===== config.mk =====
export PLATFORM = sky130hd
export DESIGN_NAME = lock_status_blinker
export DESIGN_NICKNAME = d
export VERILOG_FILES = /design/src/rtl/lock_status_blinker.sv
export SDC_FILE = /design/constraint.sdc
export NUM_CORES = 1
export LEC_CHECK = 0
export CAP_MARGIN = 5
export CORE_AREA = 4 4 74 76
export DETAILED_ROUTE_END_ITERATION = 7
export DIE_AREA = 0 0 78 80
export PLACE_DENSITY_LB_ADDON = 0.05
export SLEW_MARGIN = 10
export SYNTH_ARGS = -nofsm -noshare
export SYNTH_HDL_FRONTEND = slang
export SYNTH_SLANG_ARGS = --single-unit

===== constraint.sdc =====
create_clock -name clk -period 2.3 [get_ports clk]
set_clock_uncertainty 0.2 [all_clocks]
set_input_delay 0.345 -clock clk [delete_from_list [all_inputs] [get_ports clk]]
set_output_delay 0.345 -clock clk [all_outputs]
set_load 0.01 [all_outputs]

===== src/rtl/lock_status_blinker.sv =====
// Display stage for the digital lock: passes steady status codes to the LEDs and turns alert codes into blink patterns.
// Optional RGB dimming is enabled by defining RGB_PWM_EN.
module lock_status_blinker #(
  parameter int unsigned CLK_FREQ = 125_000_000,
  parameter int unsigned BLINK_HZ = 25,
  parameter int unsigned PWM_BITS = 8,
  parameter int unsigned PWM_DUTY = 32
) (
  input  logic       clk,
  input  logic       rst,
  input  logic [3:0] led_code,
  input  logic [2:0] rgb_code,
  output logic [3:0] led,
  output logic [2:0] rgb,
  output logic       tick
);

  localparam int unsigned PERIOD = CLK_FREQ / BLINK_HZ;
  localparam int unsigned CNT_W  = $clog2(PERIOD);
  localparam logic [CNT_W-1:0] CNT_LAST = CNT_W'(PERIOD - 1);

  typedef enum logic [1:0] {
    STEADY,
    BLINK_A,
    BLINK_B
  } phase_e;

  logic [3:0]       led_code_q;
  logic [2:0]       rgb_code_q;
  logic [CNT_W-1:0] cnt_q, cnt_d;
  phase_e           led_st_q, led_st_d;
  phase_e           rgb_st_q, rgb_st_d;
  logic [3:0]       led_q, led_d;
  logic [2:0]       rgb_q, rgb_d;
  logic             led_chg, rgb_chg, tick_int;

  // A code change restarts the timebase so the first phase is always full length.
  always_comb begin
    led_chg  = (led_code != led_code_q);
    rgb_chg  = (rgb_code != rgb_code_q);
    tick_int = (cnt_q == CNT_LAST) && !(led_chg || rgb_chg);
    if (led_chg || rgb_chg || (cnt_q == CNT_LAST)) begin
      cnt_d = '0;
    end else begin
      cnt_d = cnt_q + 1'b1;
    end
  end

  assign tick = tick_int;

  always_ff @(posedge clk or posedge rst) begin
    if (rst) begin
      led_code_q <= '0;
      rgb_code_q <= '0;
      cnt_q      <= '0;
      led_st_q   <= STEADY;
      rgb_st_q   <= STEADY;
      led_q      <= '0;
      rgb_q      <= '0;
    end else begin
      led_code_q <= led_code;
      rgb_code_q <= rgb_code;
      cnt_q      <= cnt_d;
      led_st_q   <= led_st_d;
      rgb_st_q   <= rgb_st_d;
      led_q      <= led_d;
      rgb_q      <= rgb_d;
    end
  end

  always_comb begin
    led_st_d = led_st_q;
    if (led_chg) begin
      led_st_d = ((led_code == 4'b0101) || (led_code == 4'b1111)) ? BLINK_A : STEADY;
    end else if (tick_int) begin
      case (led_st_q)
        BLINK_A: led_st_d = BLINK_B;
        BLINK_B: led_st_d = BLINK_A;
        default: led_st_d = led_st_q;
      endcase
    end

    rgb_st_d = rgb_st_q;
    if (rgb_chg) begin
      rgb_st_d = ((rgb_code == 3'b001) || (rgb_code == 3'b010)) ? BLINK_A : STEADY;
    end else if (tick_int) begin
      case (rgb_st_q)
        BLINK_A: rgb_st_d = BLINK_B;
        BLINK_B: rgb_st_d = BLINK_A;
        default: rgb_st_d = rgb_st_q;
      endcase
    end
  end

  // Outputs are decoded from the next state so they land one cycle after a change or tick.
  always_comb begin
    case (led_st_d)
      BLINK_A: led_d = (led_code == 4'b1111) ? 4'b1111 : 4'b1010;
      BLINK_B: led_d = (led_code == 4'b1111) ? 4'b0000 : 4'b0101;
      default: led_d = led_code;
    endcase

    case (rgb_st_d)
      BLINK_A: rgb_d = (rgb_code == 3'b001) ? 3'b001 : 3'b010;
      BLINK_B: rgb_d = (rgb_code == 3'b001) ? 3'b100 : 3'b000;
      default: rgb_d = rgb_code;
    endcase
  end

  assign led = led_q;

`ifdef RGB_PWM_EN
  logic [PWM_BITS-1:0] pwm_cnt_q, pwm_cnt_d;
  logic                pwm_on;

  assign pwm_cnt_d = pwm_cnt_q + 1'b1;
  assign pwm_on    = (32'(pwm_cnt_q) < PWM_DUTY);

  always_ff @(posedge clk or posedge rst) begin
    if (rst) begin
      pwm_cnt_q <= '0;
    end else begin
      pwm_cnt_q <= pwm_cnt_d;
    end
  end

  assign rgb = pwm_on ? rgb_q : '0;
`else
  logic unused_pwm_cfg;
  assign unused_pwm_cfg = ^{PWM_BITS, PWM_DUTY};
  assign rgb = rgb_q;
`endif

endmodule


==> reports/qor.csv <==
stage,metric,value,unit
routing,first-iteration detailed-routing DRC count,80,
cells_and_area,Final nets,278,
routing,drt wl/cell,12.6,um
cells_and_area,final non-filler cell total,332,
clocking,clock latency on the worst-skew pair,0.29,ns
synthesis,post-synthesis cell area,2060,um^2
status,failing checks,negative setup slack,
synthesis,register area share after synthesis,0.497,
clocking,maximum clock path buffer count,2,
sta,final number of setup-violating endpoints,8,
cells_and_area,"commonest non-fill, non-tap cells in the layout","46 x buf_4, 41 x dfrtp_1, 31 x nor2_1, 23 x xnor2_1",
place,Post-Place Cells,318,
job,maxcap violations,0,
sta,f_max,397,MHz
setup_path,CP max FO,5,
synthesis,Synthesized Nets,209,
sta,Tmin final,2.52,ns
place,dpl hpwl,3.08,mm
hold_path,min-delay worst type,in -> async,
setup_path,WP data required,2.28,ns
synthesis,"EDFF count, synth",0,
sta,Fin Setup TNS,-1.42,ns
sta,Worst slew margin,0.661,
setup_path,critical setup path kind,reg -> reg,
place,IO Port Bufs,16,
clocking,"Clk pin slew, worst setup/hold paths",0.08,ns
die,die extent in x,78,um
cells_and_area,fin util,0.606,
place,GP Congestion,0.778,
routing,Vias per Instance,4.74,
clocking,CTS H-tree lvls,2,
sta,Final Hold Viols,0,
synthesis,library cells used by synthesis,35,
synthesis,post-synthesis async set-or-reset flop share,1.00,
cells_and_area,Synth-to-Final Area Change,38.7,%
setup_path,CP arrival,2.50,ns
status,outcome,"finished, violations left",
grt,first-pass GRT wire length,7.24,mm
setup_path,crit path launch type,register,
setup_path,R2R Path Start,cnt_q[1],
sta,max-slew violation count,0,
synthesis,synthesized area per cell,10.6,um^2
synthesis,ys flop type,dfrtp_1,
grt,total global routing overflow,0,
synthesis,synthesized instance count,195,
cells_and_area,n_diodes,0,
synthesis,"Warnings, synthesis",0,
clocking,TritonCTS clock tree,yes,
cells_and_area,FILL cells,409,
sta,Slew @ Worst Pin,0.509,ns
sta,final worst slack,-0.220,ns
setup_path,slack of the worst reg-to-reg path,-0.22,ns
grt,largest net degree at the start of global routing,42,
sta,RSZ-0062 raised after global routing,yes,
routing,DRT Pass-1 Iters,4,
routing,vias,1574,
setup_path,Worst Reg2Reg Path Length in Cells,10,
clocking,cts bufs inserted,5,
die,# IOs,17,
setup_path,reg2reg end,rgb[1],
setup_path,Worst setup EP type,register,
grt,total global-route track usage,0.149,
die,Core Area,4720,um^2
routing,final WL,4.17,mm
power,power per cell area,523,nW/um^2
clocking,root buffer cell,clkbuf_8,
synthesis,post-synthesis sequential element count,41,
power,P_leak,0.00125,uW
grt,initial antenna violation count,0,
clocking,clock sink count,41,
die,Starting Density,0.437,
cells_and_area,"leading cell type in the layout, fill and taps excluded",buf_4,
routing,ANT nets after route,0,
grt,vias in the first global route,1647,
cells_and_area,share of layout cells above drive strength 1,0.317,
routing,# DRC,0,
sta,final worst path period share,1.10,
die,# rows,25,
die,Die Ht,80,um
die,Die ar.,6240,um^2
power,Peak supply drop,379,uV
[area by class of cell]
class                           instances  area, um^2  share of cell area
Clock buffer                            7        86.3              0.0301
Sequential cell                        41        1030               0.358
Timing Repair Buffer                   64         529               0.185
Clock inverter                          1        30.0              0.0105
Inverter                                5        18.8             0.00655
Tap cell                               67        83.8              0.0293
Multi-Input combinational cell        147        1090               0.381
[how the worst max path moves through the flow]
stage,start,slack [ns],cells after the start,end
after detailed placement,rgb_code[1],-0.50,9,led[1]
final,cnt_q[1],-0.22,10,rgb[1]
after floorplan,cnt_q[0],-0.08,9,led[1]
after global routing,cnt_q[1],-0.34,10,rgb[1]
after CTS,cnt_q[1],-0.22,10,rgb[1]
after global placement,led_code[2],-0.43,9,rgb[1]
[state kept, by name, summed over array words and instances, names as in the netlist]
name / flops
cnt_q: 23
led: 4
led_code_q: 4
rgb: 3
rgb_code_q: 3
led_st_q: 2
rgb_st_q: 2
[worst max-delay path: stages, from the launching register on]
cell	delay, ns
dfrtp_1	0.36
ha_2	0.19
and4_4	0.23
nand2_4	0.05
buf_6	0.12
nor4_4	0.35
mux2i_2	0.29
mux2i_2	0.14
ha_4	0.31
a21oi_2	0.03
o22a_1	0.15
[metal layers]
layer,share of wire,global-route usage
met4,0.016,0.0507
met3,0.029,0.0395
met5,0,0
met1,0.44,0.167
met2,0.52,0.273
[cell families (layout without fill, tap and decap cells)]
logic type,Yosys count,count (layout),synth area share
mux,8,8,0.0400
xor+xnor,30,30,0.127
simple gates,97,97,0.264
fa+ha+maj,5,5,0.0303
compound gates,7,7,0.0218
buf+inv,7,77,0.0200
flops,41,41,0.497
[synth_stat cells (2+ instances only)]
master,instances,area (um^2)
xnor2_1,23,201
xor2_1,7,61.3
ha_1,5,62.6
dfrtp_1,41,1030
nor2_1,32,120
nor2b_1,3,18.8
buf_6,2,22.5
nand2_1,17,63.8
inv_1,5,18.8
mux2i_1,6,60.1
or2_1,2,12.5
nand3_2,2,20.0
and3_1,3,18.8
and4_1,2,17.5
a21oi_1,3,15.0
nor3_1,7,35.0
mux2_2,2,22.5
nand3_1,11,55.1
nand4_1,6,37.5
[what timing repair did]
| item | 4_1_cts | 5_1_grt |
|---|---|---|
| pin swaps | 10 | 3 |
| endpoints found under the setup margin | 8 | 8 |
| hold buffers | 0 | 0 |
| resized for setup | 10 | 10 |
| buffers inserted | 3 | 3 |
[power by group]
group | switching (uW) | internal (uW) | total [uW]
registers | 7.95 | 741 | 749
logic | 74.6 | 87.0 | 162
clock network | 235 | 354 | 589
[through the flow]
stage	cell area (um^2)	total power (uW)	setup WS, ns	hold slack (ns)
2_1_floorplan	2110	836	-0.0774	0.176
3_3_place_gp	2640	908	-0.430	0.319
3_5_place_dp	2640	912	-0.501	0.329
4_1_cts	2800	1520	-0.218	0.296
5_1_grt	2860	1570	-0.337	0.328
6_report	2860	1500	-0.220	0.283
Note: power is estimated with default switching activity, not from simulation.
